**src/rtl/fanout_fork_tx.sv**
```systemverilog
// ============================================================================
// fanout_fork_tx : eager fork broadcasting one valid/ready stream to NUM_OUT
//                  consumers, with per-consumer sticky taken bits.
// Optional: FANOUT_FORK_STALL_CNT_EN adds a saturating stall counter.
// Rev 1.0
// ============================================================================
`default_nettype none

module fanout_fork_tx #(
  parameter int NUM_OUT = 9,
  parameter int DATA_W  = 32
) (
  input  logic               clk,
  input  logic               rst_n,
  input  logic               clk_en,
  input  logic               flush,
  input  logic [DATA_W-1:0]  in_data,
  input  logic               in_valid,
  output logic               in_ready,
  input  logic [NUM_OUT-1:0] out_en,
  input  logic [NUM_OUT-1:0] out_sel,
  output logic [DATA_W-1:0]  out_data,
  output logic [NUM_OUT-1:0] out_valid,
  input  logic [NUM_OUT-1:0] out_ready
`ifdef FANOUT_FORK_STALL_CNT_EN
  ,
  output logic [15:0]        stall_cnt
`endif
);

  logic [DATA_W-1:0]  data_q, data_d;
  logic               full_q, full_d;
  logic [NUM_OUT-1:0] part_q, part_d;
  logic [NUM_OUT-1:0] taken_q, taken_d;

  logic w_retire;
  logic w_load;

  assign out_valid = {NUM_OUT{full_q}} & part_q & ~taken_q;
  assign out_data  = data_q;

  // A consumer is done if it is not participating, already took it, or takes it now.
  assign w_retire = full_q & (&(~part_q | taken_q | out_ready));
  assign in_ready = clk_en & (~full_q | w_retire);
  assign w_load   = in_valid & in_ready;

  always_comb begin
    data_d  = data_q;
    full_d  = full_q;
    part_d  = part_q;
    taken_d = taken_q;
    if (flush) begin
      data_d  = '0;
      full_d  = 1'b0;
      part_d  = '0;
      taken_d = '0;
    end else if (w_load) begin
      data_d  = in_data;
      full_d  = 1'b1;
      part_d  = out_en & out_sel;
      taken_d = '0;
    end else if (w_retire) begin
      full_d  = 1'b0;
      taken_d = '0;
    end else if (full_q) begin
      taken_d = taken_q | (out_valid & out_ready);
    end
  end

  always_ff @(posedge clk or negedge rst_n) begin
    if (!rst_n) begin
      data_q  <= '0;
      full_q  <= 1'b0;
      part_q  <= '0;
      taken_q <= '0;
    end else if (clk_en) begin
      data_q  <= data_d;
      full_q  <= full_d;
      part_q  <= part_d;
      taken_q <= taken_d;
    end
  end

`ifdef FANOUT_FORK_STALL_CNT_EN
  logic [15:0] stall_cnt_q, stall_cnt_d;

  always_comb begin
    stall_cnt_d = stall_cnt_q;
    if (flush) begin
      stall_cnt_d = '0;
    end else if (full_q && !w_retire && (stall_cnt_q != 16'hFFFF)) begin
      stall_cnt_d = stall_cnt_q + 16'd1;
    end
  end

  always_ff @(posedge clk or negedge rst_n) begin
    if (!rst_n) begin
      stall_cnt_q <= '0;
    end else if (clk_en) begin
      stall_cnt_q <= stall_cnt_d;
    end
  end

  assign stall_cnt = stall_cnt_q;
`endif

endmodule

`default_nettype wire

```
**config.mk**
```make
export PLATFORM = sky130hd
export DESIGN_NAME = fanout_fork_tx
export DESIGN_NICKNAME = d
export VERILOG_FILES = /design/src/rtl/fanout_fork_tx.sv
export SDC_FILE = /design/constraint.sdc
export NUM_CORES = 1
export LEC_CHECK = 0
export CAP_MARGIN = 15
export CORE_ASPECT_RATIO = 0.5
export CORE_MARGIN = 3
export CORE_UTILIZATION = 30
export CTS_CLUSTER_DIAMETER = 150
export CTS_CLUSTER_SIZE = 30
export DETAILED_ROUTE_END_ITERATION = 6
export PLACE_DENSITY_LB_ADDON = 0.05
export REMOVE_ABC_BUFFERS = 1
export SLEW_MARGIN = 20
export SYNTH_ARGS = -nofsm -noshare
export SYNTH_HDL_FRONTEND = slang
export SYNTH_SLANG_ARGS = --single-unit
```
**constraint.sdc**
```tcl
create_clock -name clk -period 3.86 [get_ports clk]
set_clock_uncertainty 0.2 [all_clocks]
set_input_delay 0.386 -clock clk [delete_from_list [all_inputs] [get_ports clk]]
set_output_delay 0.386 -clock clk [all_outputs]
set_load 0.01 [all_outputs]
```
==> out/qor.yml, run 1 <==
cts_setup_buffers: 0
start_util: 0.3217
crit_type: "input pin to primary output"
layout-drive-gt1-share: 0.04580
fin_cells: 350
grt_max_degree: 33
cts_sinks: 51
critPathMaxFanout: 5
drcViolationCount: 0
hold_buffers: 1
die_w_um: 122.1
port_buffers: 105
clk_latency_ns: 0.28
power-per-cell-area_nw_per_um2: 376.9
rsz0062_at_grt: "no"
cts_root_buf: "clkbuf_16"
drt-initial-drc-count: 70
synth_area_um2: 2021
grt_first_pass_wirelength_um: 9032
cp.required_ns: 3.27
crit_chain: "clkdlybuf4s50_1, nor3b_1, nor4_1, nand3_1, a21boi_0, clkdlybuf4s50_1"
hold_violations: 0
ios: 106
grt_pass1_vias: 1791
finalSetupTns_ns: 0
detail_route.first_pass.iterations: 4
tightest_slew_ns: 0.8030
place_congestion: 0.7439
fin_crit_sh: 0.7391
grt_usage: 0.1472
vdd_drop_max_uv: 149.1
critPathSlowestCell: "clkdlybuf4s50_1"
synth-seq-area-share: 0.6316
clk_path_buf_depth: 2
drv_slew: 0
timing.critical_path.mode_cell: "clkdlybuf4s50_1"
dp_hpwl_um: 3983
period_needed_ns: 2.853
wl_per_cell_um: 15.70
synthTopCellsByArea: "dfrtp_1 63%, a22o_1 14%, nor3b_1 6.7%"
critical_path_buf_inv_count: 2
min_path_type: "flip-flop to flip-flop"
rows: 20
worst_hold_slack_ns: 0.3054
final_cell_mix: "104 x clkdlybuf4s50_1, 51 x dfrtp_1, 32 x a22o_1"
fin_nets: 325
vias: 1713
critPathCaptureType: "primary output"
yosysTopAreaCellShare: 0.6316
post-place-ws_ns: 0.9173
syn2layout_area_growth_pct: 63.72
synth.largest_area_cell: "dfrtp_1"
critical_path.top_delay_family: "buffers and inverters"
htree_levels: 2
grt-ovfl-total: 0
diodes: 0
start_kind: "input pin"
p_leak_nw: 1.391
synth_warnings: 0
cts.clk_slew.worst_paths_ns: 0.07
fmax_mhz: 350.5
slew_headroom: 0.4647
die_y_um: 64.04
cts_tree: "yes"
multi_input_area_um2: 694.4
numCtsBuffers: 5
synth.avg_cell_area_um2: 13.21
coreArea_um2: 6281
final_common_cell: "clkdlybuf4s50_1"
drtAntennaViolNets: 0
synth_cell_type_count: 24
layout.area.seq_um2: 1276
postSynthCellCount: 153
dieArea_um2: 7816
cap_violations: 0
dpl.cell_count: 341
status: "completed"
max_stage_delay_ns: 0.56
routed_wirelength_um: 5494
finalSetupViolCount: 0
worstPathArrival_ns: 2.27
synth_seq_cells: 51
vias_per_cell: 4.894
antenna_found_initial: 0
nFillCells: 569
cts_resized: 0
postLayoutSetupSlackWorst_ns: 1.007
==> kinds of logic after synthesis <==
| group | count (synthesis) | share of synthesized area |
|---|---|---|
| AO/OA/AOI/OAI | 57 | 0.2365 |
| buffers and inverters | 10 | 0.02848 |
| AND/OR/NAND/NOR | 35 | 0.1034 |
| flip-flops | 51 | 0.6316 |
==> cells in the mapped netlist <==
library cell	instances
dfrtp_1	51
a22o_1	32
nor3b_1	18
nor2_1	10
a31oi_1	9
a32o_1	9
buf_4	3
clkbuf_1	3
a21boi_0	2
nand2_1	2
a211oi_2	1
and2_1	1
buf_1	1
buf_2	1
buf_6	1
clkinv_1	1
nand3_1	1
nor2b_1	1
nor3_1	1
nor4_1	1
o21a_1	1
o21ai_0	1
o21ai_1	1
o22ai_1	1
==> path summary, 6_finish.rpt <==
check,from,endpoint,slack (ns),cells past startpoint
worst min register to register,out_data[3]$_DFFE_PN0P_,out_data[3]$_DFFE_PN0P_,0.31,1
max in group asynchronous,rst_n,taken_q[3]$_DFFE_PN0P_,2.23,3
worst max register to register,part_q[0]$_DFFE_PN0P_,out_data[19]$_DFFE_PN0P_,1.30,6
worst max-delay path,out_ready[0],in_ready,1.01,6
worst min-delay path,out_data[3]$_DFFE_PN0P_,out_data[3]$_DFFE_PN0P_,0.31,1
min in group asynchronous,rst_n,full_q$_DFFE_PN0P_,0.49,2
==> metal layers <==
| metal | track usage | vias up | share of wire |
|---|---|---|---|
| met3 | 0.03979 | 5 | 0.071 |
| met1 | 0.2008 | 839 | 0.47 |
| li1 | - | 807 | - |
| met5 | 0 | - | 0 |
| met2 | 0.2356 | 62 | 0.45 |
| met4 | 0.03347 | 0 | 0.0076 |
==> worst register-to-register path: cells and delay by family, from the launching register on <==
family                 cells  cell delay, ns
AO/OA/AOI/OAI              2            0.79
flip-flops                 1            0.41
AND/OR/NAND/NOR            3            0.69
buffers and inverters      1            0.36
==> stage by stage <==
| stage | utilization | power [W] | area [um^2] |
|---|---|---|---|
| 2_1_floorplan | - | 0.0006740 | 1967 |
| 3_3_place_gp | 0.5032 | 0.0008374 | 3161 |
| 3_5_place_dp | 0.5032 | 0.0008391 | 3161 |
| 4_1_cts | 0.5267 | 0.001264 | 3308 |
| 5_1_grt | 0.5267 | 0.001312 | 3308 |
| 6_report | 0.5267 | 0.001247 | 3308 |
==> flip-flops by register name (all words and copies together) (netlist names) <==
name      count
full_q        1
out_data     32
part_q        9
taken_q       9
==> power breakdown <==
part | leakage, nW | internal (W) | total, W | switching, W
Sequential | 0.694 | 0.000568 | 0.000591 | 0.0000233
Clock | 0.0679 | 0.000240 | 0.000419 | 0.000179
Combinational | 0.630 | 0.000140 | 0.000237 | 0.0000969
Total | 1.39 | 0.000947 | 0.00125 | 0.000300
==> final cells by class <==
cell class                      instances  share of cell area
Sequential cell                        51              0.3858
Timing Repair Buffer                  110              0.3283
Multi-Input combinational cell         92              0.2099
Clock buffer                            7             0.04009
Tap cell                               88             0.03328
Clock inverter                          1            0.001513
Inverter                                1            0.001135
Power figures use the tool's default switching activity.
==> run 2, diff against run 1 <==
clock period = 2.7 ns   (was 3.86 ns; I/O delays follow)
==> run 2 against run 1 <==
  * Flip-flop and latch count stayed put
  * Critical endpoint is now out_valid[4]
  * Critical path depth down 3
  * Clock power grew 76%
==> out/qor.yml, run 2 (synthesis results as in run 1) <==
status: "completed"  # unchanged
drv_slew: 0  # unchanged
ff2ff_setup_slack_ns: 0.60  # was 1.30 ns
intPower_w: 0.001485  # was 0.0009473 W
grt_max_degree: 34  # was 33
die_w_um: 122.1  # unchanged
vias: 1722  # was 1713
finalSetupTns_ns: 0  # unchanged
p_leak_nw: 1.425  # was 1.391 nW
holdPathStages: 1  # unchanged
start_util: 0.3217  # unchanged
worst_hold_path.endpoint: "out_data[27]$_DFFE_PN0P_"  # was out_data[3]$_DFFE_PN0P_
cts_tree: "yes"  # unchanged
vdd_drop_max_uv: 323.3  # was 149.1 uV
swShare: 0.2306  # was 0.2403
drt-initial-drc-count: 98  # was 70
max_stage_delay_ns: 0.60  # was 0.56 ns
hold_violations: 0  # unchanged
rr_worst_depth: 7  # was 6
worst_hold_slack_ns: 0.3027  # was 0.3054 ns
fin_nets: 328  # was 325
drcViolationCount: 0  # unchanged
place_congestion: 0.8132  # was 0.7439
r2r_end: "part_q[6]$_DFFE_PN0P_"  # was out_data[19]$_DFFE_PN0P_
r2r_start: "part_q[0]$_DFFE_PN0P_"  # unchanged
coreArea_um2: 6281  # unchanged
sequentialPowerShare: 0.437  # was 0.474
clkPwrFrac: 0.381  # was 0.336
cts_root_buf: "clkbuf_16"  # unchanged
power-per-cell-area_nw_per_um2: 572.0  # was 376.9 nW/um^2
fin_cells: 353  # was 350
drtAntennaViolNets: 0  # unchanged
final_common_cell: "clkdlybuf4s50_1"  # unchanged
ios: 106  # unchanged
cts.clk_slew.worst_paths_ns: 0.07  # about the same
port_buffers: 105  # unchanged
dp_hpwl_um: 3952  # was 3983 um
layout-drive-gt1-share: 0.06792  # was 0.04580
wl_met2_um: 2503  # was 2491 um
rows: 20  # unchanged
critPathMaxFanout: 10  # was 5
cap_violations: 0  # unchanged
cts_sinks: 51  # unchanged
critPathCaptureType: "primary output"  # unchanged
worstPathArrival_ns: 2.05  # was 2.27 ns
min_path_type: "flip-flop to flip-flop"  # unchanged
critical_path.top_delay_family: "buffers and inverters"  # unchanged
routed_wirelength_um: 5494  # unchanged
fmax_mhz: 397.1
slew_headroom: 0.4989  # was 0.4647
cp.required_ns: 2.23  # was 3.27 ns
grt_pass1_vias: 1793  # was 1791
syn2layout_area_growth_pct: 67.00  # was 63.72%
clk_path_buf_depth: 2  # unchanged
rsz0062_at_grt: "no"  # unchanged
period_needed_ns: 2.518
grt_usage: 0.1479  # was 0.1472
numCtsBuffers: 5  # unchanged
p_total_w: 0.001930  # was 0.001247 W
grt-ovfl-total: 0  # unchanged
p_sw_w: 0.0004451  # was 0.0002997 W
detail_route.first_pass.iterations: 4  # unchanged
postLayoutCoreUtil: 0.5373  # was 0.5267
start_kind: "flip-flop"  # was input pin
nFillCells: 572  # was 569
holdCritStartpoint: "out_data[27]$_DFFE_PN0P_"  # was out_data[3]$_DFFE_PN0P_
met3_length_um: 370  # was 390 um
die_y_um: 64.04  # unchanged
combPwrFrac: 0.182  # was 0.190
fin_crit_sh: 0.9326
grt_first_pass_wirelength_um: 9225  # was 9032 um
critPathSlowestCell: "clkdlybuf4s50_1"  # unchanged
crit_chain: "clkinvlp_4, nor3b_1, clkdlybuf4s50_1"  # was clkdlybuf4s50_1, nor3b_1, nor4_1, nand3_1, a21boi_0, clkdlybuf4s50_1
clk_latency_ns: 0.28  # about the same
top_layer: "met4"  # unchanged
wl_per_cell_um: 15.56  # was 15.70 um
finalSetupViolCount: 0  # unchanged
cts_setup_buffers: 0  # unchanged
antenna_found_initial: 0  # unchanged
final_cell_mix: "104 x clkdlybuf4s50_1, 51 x dfrtp_1, 32 x a22o_1"  # unchanged
largest_reg_flops: 32  # unchanged
m1WireLength_um: 2588  # was 2569 um
crit_type: "flip-flop to primary output"  # was input pin to primary output
htree_levels: 2  # unchanged
critical_path_buf_inv_count: 2  # unchanged
dpl.cell_count: 344  # was 341
dieArea_um2: 7816  # unchanged
diodes: 0  # unchanged
tightest_slew_ns: 0.7517  # was 0.8030 ns
vias_per_cell: 4.878  # was 4.894
[run 2: area by class of cell]
type                            instances  area (um^2)  area share
Multi-Input combinational cell         92        694.4      0.2058
Sequential cell                        51         1276      0.3782
Tap cell                               88        110.1     0.03263
Timing Repair Buffer                  113         1109      0.3285
Inverter                                1        7.507    0.002225
Clock inverter                          2        38.79     0.01149
Clock buffer                            6        138.9     0.04116
[run 2: repair_timing]
item	CTS	global route
hold endpoints to repair	32	0
endpoints found under the setup margin	0	1
hold buffers	1	0
gates resized for setup	0	1
[run 2: metrics by stage]
step	setup slack (ns)	cell area, um^2
after floorplan	-0.1664	1967
after detailed placement	0.2823	3183
final	0.1819	3374
after CTS	0.1312	3371
after global routing	0.05373	3374
after global placement	0.2704	3183
[run 2: worst max path at each step]
stage                          start                     to  depth (start not counted)
2_1_floorplan  part_q[0]$_DFFE_PN0P_  part_q[0]$_DFFE_PN0P_                          5
3_3_place_gp            out_ready[0]               in_ready                          6
3_5_place_dp            out_ready[0]               in_ready                          6
4_1_cts           full_q$_DFFE_PN0P_           out_valid[4]                          3
5_1_grt           full_q$_DFFE_PN0P_           out_valid[4]                          3
6_report          full_q$_DFFE_PN0P_           out_valid[4]                          3
[run 2: power by group through the flow]
stage	Clock (W)	Sequential, W	Combinational, W
after global routing	0.000790	0.000851	0.000381
after CTS	0.000760	0.000842	0.000356
final	0.000736	0.000843	0.000351
after detailed placement	0	0.000855	0.000354
after floorplan	0	0.000870	0.0000934
after global placement	0	0.000857	0.000350
[run 2: layer usage]
| metal | track usage | vias to the layer above |
|---|---|---|
| li1 | - | 816 |
| met1 | 0.2070 | 845 |
| met2 | 0.2342 | 59 |
| met3 | 0.04067 | 2 |
| met4 | 0.02510 | 0 |
| met5 | 0 | - |
[run 2: worst register-to-register path: cells and delay by family (launching register included)]
| family | cells | cell delay [ns] |
|---|---|---|
| compound gates | 2 | 0.44 |
| simple gates | 3 | 0.54 |
| buf+inv | 2 | 0.47 |
| flops | 1 | 0.40 |
